File: src/rtl/div_pkg.sv
// Shared definitions for the multi-cycle DIV/DIVU unit: bus widths, FSM
// encodings, handshake constants and word-level sign helpers.
package div_pkg;

   localparam int unsigned RegBus       = 32;
   localparam int unsigned DoubleRegBus = 64;
   localparam int unsigned CntW         = 6;

   localparam logic [RegBus-1:0] ZeroWord = '0;

   localparam logic DivResultReady    = 1'b1;
   localparam logic DivResultNotReady = 1'b0;
   localparam logic DivStart          = 1'b1;
   localparam logic DivStop           = 1'b0;

   typedef enum logic [1:0] {
      DivFree   = 2'b00,
      DivByZero = 2'b01,
      DivOn     = 2'b10,
      DivEnd    = 2'b11
   } div_state_e;

   // {HI, LO} layout of the result bus
   typedef struct packed {
      logic [RegBus-1:0] rem;
      logic [RegBus-1:0] quot;
   } div_result_t;

   function automatic logic [RegBus-1:0] neg_word(input logic [RegBus-1:0] x);
      return ~x + RegBus'(1);
   endfunction

   function automatic logic [RegBus-1:0] abs_word(input logic [RegBus-1:0] x,
                                                  input logic              is_signed);
      return (is_signed && x[RegBus-1]) ? neg_word(x) : x;
   endfunction

endpackage

File: src/rtl/div_if.sv
// Execute-stage <-> divider handshake: operands and start/annul in,
// {HI, LO} result and ready out.
interface div_if;
   import div_pkg::*;

   logic                    signed_div_i;
   logic [RegBus-1:0]       opdata1_i;
   logic [RegBus-1:0]       opdata2_i;
   logic                    start_i;
   logic                    annul_i;
   logic [DoubleRegBus-1:0] result_o;
   logic                    ready_o;

   modport master (
      output signed_div_i, opdata1_i, opdata2_i, start_i, annul_i,
      input  result_o, ready_o
   );

   modport slave (
      input  signed_div_i, opdata1_i, opdata2_i, start_i, annul_i,
      output result_o, ready_o
   );

endinterface

File: src/rtl/div.sv
// Restoring shift-subtract divider, one quotient bit per cycle, with
// magnitude division followed by a sign fix for DIV.
module div
   import div_pkg::*;
(
   input logic  clk,
   input logic  rst,
   div_if.slave bus
);

   div_state_e              r_state, w_state_n;
   logic [CntW-1:0]         r_cnt, w_cnt_n;
   logic [DoubleRegBus:0]   r_w, w_w_n;
   logic [RegBus-1:0]       r_divisor, w_divisor_n;
   logic                    r_q_neg, w_q_neg_n;
   logic                    r_r_neg, w_r_neg_n;
   logic [DoubleRegBus-1:0] r_result, w_result_n;
   logic                    r_ready, w_ready_n;

   logic [RegBus:0]         w_sub;
   logic [DoubleRegBus:0]   w_step;
   logic [RegBus-1:0]       w_quot, w_rem;
   div_result_t             w_fixed;

   // Bit 64 is always clear before a step, so this equals the zero-extended form.
   assign w_sub  = r_w[DoubleRegBus:RegBus] - {1'b0, r_divisor};
   assign w_step = w_sub[RegBus] ? {r_w[DoubleRegBus-1:0], 1'b0}
                                 : {w_sub[RegBus-1:0], r_w[RegBus-1:0], 1'b1};

   assign w_quot       = w_step[RegBus-1:0];
   assign w_rem        = w_step[DoubleRegBus:RegBus+1];
   assign w_fixed.quot = r_q_neg ? neg_word(w_quot) : w_quot;
   assign w_fixed.rem  = r_r_neg ? neg_word(w_rem) : w_rem;

   always_ff @(posedge clk or posedge rst) begin
      if (rst) begin
         r_state   <= DivFree;
         r_cnt     <= '0;
         r_w       <= '0;
         r_divisor <= '0;
         r_q_neg   <= 1'b0;
         r_r_neg   <= 1'b0;
         r_result  <= '0;
         r_ready   <= DivResultNotReady;
      end else begin
         r_state   <= w_state_n;
         r_cnt     <= w_cnt_n;
         r_w       <= w_w_n;
         r_divisor <= w_divisor_n;
         r_q_neg   <= w_q_neg_n;
         r_r_neg   <= w_r_neg_n;
         r_result  <= w_result_n;
         r_ready   <= w_ready_n;
      end
   end

   always_comb begin
      w_state_n   = r_state;
      w_cnt_n     = r_cnt;
      w_w_n       = r_w;
      w_divisor_n = r_divisor;
      w_q_neg_n   = r_q_neg;
      w_r_neg_n   = r_r_neg;
      w_result_n  = r_result;
      w_ready_n   = r_ready;

      unique case (r_state)
         DivFree: begin
            if (bus.start_i == DivStart && !bus.annul_i) begin
               w_q_neg_n = bus.signed_div_i & (bus.opdata1_i[RegBus-1] ^ bus.opdata2_i[RegBus-1]);
               w_r_neg_n = bus.signed_div_i & bus.opdata1_i[RegBus-1];
               if (bus.opdata2_i == ZeroWord) begin
                  w_state_n = DivByZero;
               end else begin
                  w_state_n   = DivOn;
                  w_divisor_n = abs_word(bus.opdata2_i, bus.signed_div_i);
                  w_cnt_n     = '0;
                  w_w_n       = {ZeroWord, abs_word(bus.opdata1_i, bus.signed_div_i), 1'b0};
               end
            end
         end
         DivByZero: begin
            w_state_n  = DivEnd;
            w_w_n      = '0;
            w_result_n = {ZeroWord, ZeroWord};
            w_ready_n  = DivResultReady;
         end
         DivOn: begin
            if (bus.annul_i || bus.start_i == DivStop) begin
               w_state_n  = DivFree;
               w_result_n = {ZeroWord, ZeroWord};
               w_ready_n  = DivResultNotReady;
            end else begin
               w_w_n   = w_step;
               w_cnt_n = r_cnt + CntW'(1);
               if (r_cnt == CntW'(RegBus - 1)) begin
                  w_state_n  = DivEnd;
                  w_result_n = w_fixed;
                  w_ready_n  = DivResultReady;
               end
            end
         end
         DivEnd: begin
            if (bus.start_i == DivStop) begin
               w_state_n  = DivFree;
               w_result_n = {ZeroWord, ZeroWord};
               w_ready_n  = DivResultNotReady;
            end
         end
         default: w_state_n = DivFree;
      endcase
   end

   assign bus.result_o = r_result;
   assign bus.ready_o  = r_ready;

endmodule

File: src/flat_wrapper.sv
// flat-port wrapper written by rule: the top's interface ports become plain ports
module div_flat import div_pkg::*;
  (clk, rst, bus_signed_div_i, bus_opdata1_i, bus_opdata2_i, bus_start_i, bus_annul_i, bus_result_o, bus_ready_o);
  div_if bus_i ();
  input logic clk;
  input logic rst;
  input wire logic [$bits(bus_i.signed_div_i)-1:0] bus_signed_div_i;
  input wire logic [$bits(bus_i.opdata1_i)-1:0] bus_opdata1_i;
  input wire logic [$bits(bus_i.opdata2_i)-1:0] bus_opdata2_i;
  input wire logic [$bits(bus_i.start_i)-1:0] bus_start_i;
  input wire logic [$bits(bus_i.annul_i)-1:0] bus_annul_i;
  output wire logic [$bits(bus_i.result_o)-1:0] bus_result_o;
  output wire logic [$bits(bus_i.ready_o)-1:0] bus_ready_o;
  assign bus_i.signed_div_i = bus_signed_div_i;
  assign bus_i.opdata1_i = bus_opdata1_i;
  assign bus_i.opdata2_i = bus_opdata2_i;
  assign bus_i.start_i = bus_start_i;
  assign bus_i.annul_i = bus_annul_i;
  assign bus_result_o = bus_i.result_o;
  assign bus_ready_o = bus_i.ready_o;
  div u_core (.clk(clk), .rst(rst), .bus(bus_i));
endmodule
File: config.mk
export PLATFORM = sky130hd
export DESIGN_NAME = div_flat
export DESIGN_NICKNAME = d
export VERILOG_FILES = /design/src/rtl/div_pkg.sv /design/src/rtl/div_if.sv /design/src/rtl/div.sv /design/src/flat_wrapper.sv
export SDC_FILE = /design/constraint.sdc
export NUM_CORES = 1
export LEC_CHECK = 0
export CORE_AREA = 2 2 150 152
export DETAILED_ROUTE_END_ITERATION = 8
export DIE_AREA = 0 0 152 154
export PLACE_DENSITY_LB_ADDON = 0.1
export SETUP_SLACK_MARGIN = 0.4
export SLEW_MARGIN = 20
export SYNTH_ARGS = -nofsm -noshare
export SYNTH_HDL_FRONTEND = slang
export SYNTH_SLANG_ARGS = --single-unit
File: constraint.sdc
create_clock -name clk -period 8.3 [get_ports clk]
set_input_delay 1.66 -clock clk [delete_from_list [all_inputs] [get_ports clk]]
set_output_delay 1.66 -clock clk [all_outputs]
set_load 0.005 [all_outputs]
==> results.yml <==
timing:
  finClkSkew_ns: 0.0148
  slew_violations: 0
  hold_violations: 0
  setup_tns_ns: 0
  slew_headroom_pct: 30.6
  finalSetupViolCount: 0
  tightest_slew_ns: 1.04
  timing.final.crit_share_pct: 74.1
  fmax_ghz: 0.163
  rsz0062_at_grt: "no"
  finalCriticalPeriod_ns: 6.15
synthesis:
  netlist.area_leader.share_pct: 34.5
  synth_edf_count: 0
  synth-simple-area-share_pct: 20.4
  netlist_instances: 1533
  synth_area_per_cell_sq_um: 8.14
  yosys_warnings: 0
  synthXorXnorAreaFrac_pct: 9.61
  ys_ff_latch: 172
  synth_compound_area_share_pct: 23.0
  synth_cell_types: 91
  seq_area_frac_synth_pct: 34.5
  synth_top_flop_cell: "dfrtp_1"
  synth_area_leaders: "dfrtp_1 35%, nand2_1 6.8%, o21ai_0 6.7%, xor2_1 5.5%, ha_1 4.3%"
  yosys-mux-area-fraction_pct: 3.11
  syn_nets: 1646
  synth_area_sq_um: 12500
  synthAdderAreaFrac_pct: 4.47
  async_flop_share_pct: 100
  synth_top_family_by_area: "compound AO/OA/AOI/OAI gates"
  synth_top_area_cell: "dfrtp_1"
grt:
  grt_overflow: 0
  grt_pass1_wl_mm: 57.4
  grtUsageTotal_pct: 29.8
  grt_max_degree: 101
  antenna_found_initial: 0
  grt_pass1_vias: 11200
critical_path:
  critPathRequiredTime_ns: 8.56
  start_kind: "input pin"
  crit_fanout: 28
  endpoint_kind: "flip-flop"
  arrival_ns: 6.41
  worstSetupPathType: "input pin to flip-flop"
  ff2ff_setup_slack_ns: 2.75
pwr:
  p_total_w: 0.00379
  powerDensity_nw_per_um2: 261
  p_leak_nw: 6.16
  peakVddDrop_mv: 0.226
final_layout:
  drive_gt1_share_pct: 5.17
  layout.nets: 1724
  area_growth_pct: 16.2
  multiInputGateArea_sq_um: 7590
  final_cell_mix: "227 x nand2_1, 172 x dfrtp_1, 167 x o21ai_0, 133 x clkdlybuf4s50_1, 113 x nor2_1"
  layout_commonest_cell: "nand2_1"
  final_core_util_pct: 66.9
  antenna_cells: 0
  seqCellArea_sq_um: 4300
  fill_cells: 1859
floorplan:
  rows: 54
  die-width_microns: 152
  io_pins: 134
  die-area_sq_um: 23400
  fp.dieH_microns: 154
  core_sq_um: 21700
  start_util_pct: 57.5
routing:
  drt_iter0_drc: 983
  wl_per_cell_microns: 18.3
  firstDrtPassIters: 6
  num_vias: 11700
  wirelength_mm: 34.9
  drtAntennaViolNets: 0
  avgViaCountPerCell: 6.12
  drc_errors: 0
cts:
  cts_setup_buffers: 0
  ctsHoldBuffers: 0
  cts_resized: 0
  cts_sinks: 172
  insertion_delay_ns: 0.44
  cts_tree: "built"
  htreeDepth: 4
  numCtsBuffers: 17
  clk_pin_slew_ns: 0.08
  root_buffer: "clkbuf_16"
  clockBufferDepth: 2
place:
  gp_congestion: 0.917
  io_buffers: 133
  hpwlAfterDp_mm: 25.6
run_status:
  status: "completed"
run:
  drv_cap: 0
min_path:
  hold_path.class: "flip-flop to flip-flop"
==> state kept, by name, summed over array words and instances (netlist names) <==
name and cells:
u_core.r_r_neg 1, u_core.r_cnt 6, u_core.bus.ready_o 1, u_core.r_q_neg 1
u_core.bus.result_o 64, u_core.r_w 65, u_core.r_state 2, u_core.r_divisor 32
==> final timing paths <==
path / start / to / depth (start not counted)
setup / recovery: bus_opdata2_i[0] / u_core.r_w[58] / 13
min in group asynchronous: rst / u_core.bus.result_o[25] / 2
setup reg to reg: u_core.r_w[41] / u_core.bus.result_o[50] / 19
hold / removal: u_core.bus.result_o[26] / u_core.bus.result_o[26] / 2
hold reg to reg: u_core.bus.result_o[26] / u_core.bus.result_o[26] / 2
max in group asynchronous: rst / u_core.bus.result_o[51] / 3
==> cells in the mapped netlist, types with 15 or more instances <==
cell type / count
or3_1: 26
xnor2_1: 56
nand2_1: 227
buf_2: 21
mux2i_1: 27
a31oi_1: 22
dfrtp_1: 172
clkbuf_1: 48
a21oi_1: 102
inv_1: 60
nand3_1: 23
nor3_1: 30
o31ai_1: 35
nor4_1: 15
nor2_1: 114
ha_1: 43
xor2_1: 79
o21ai_0: 167
==> logic make-up (layout without fill, tap and decap cells) <==
| group | count (synthesis) | count (layout) |
|---|---|---|
| xor+xnor | 136 | 136 |
| buf+inv | 147 | 238 |
| mux | 37 | 37 |
| flops | 172 | 172 |
| compound gates | 461 | 461 |
| fa+ha+maj | 44 | 44 |
| simple gates | 536 | 536 |
==> cell type report <==
cell class	instances	share of cell area (%)
Clock buffer	18	2.96
Clock inverter	14	1.16
Inverter	62	1.64
Tap cell	280	2.42
Timing Repair Buffer	144	9.75
Sequential cell	172	29.7
Multi-Input combinational cell	1214	52.4
==> power by group <==
group	leakage [nW]	internal, W	switching [W]
logic	3.61	0.000625	0.00115
registers	2.26	0.00102	0.000160
clock network	0.293	0.000433	0.000392
==> critical path, cell delays in order <==
cell             delay [ns]
clkdlybuf4s50_1        0.41
inv_1                  0.08
ha_1                   0.17
or3b_2                 0.49
nor4b_1                0.49
and2_1                 0.34
nand2_1                0.15
nor3_1                 0.50
nor3b_1                0.76
nor2_1                 0.15
o21bai_4               0.15
nand2b_1               0.81
o21ai_0                0.25
==> metal layers <==
| layer | global-route usage, % | vias up | share of wire (%) |
|---|---|---|---|
| met5 | 0 | - | 0 |
| met4 | 10.4 | 0 | 2.8 |
| met3 | 3.49 | 62 | 5.5 |
| met2 | 48.1 | 412 | 47 |
| met1 | 41.7 | 5554 | 45 |
| li1 | - | 5625 | - |
==> metrics by stage <==
stage,worst slack [ns],hold WS [ns],instances,cell area (sq um)
4_1_cts,2.20,0.485,1904,14500
2_1_floorplan,1.98,0.450,1533,12500
3_5_place_dp,1.77,0.469,1872,13900
3_3_place_gp,2.03,0.462,1872,13900
6_report,2.15,0.482,1904,14500
5_1_grt,1.79,0.505,1904,14500
(Power assumes the default switching activity.)
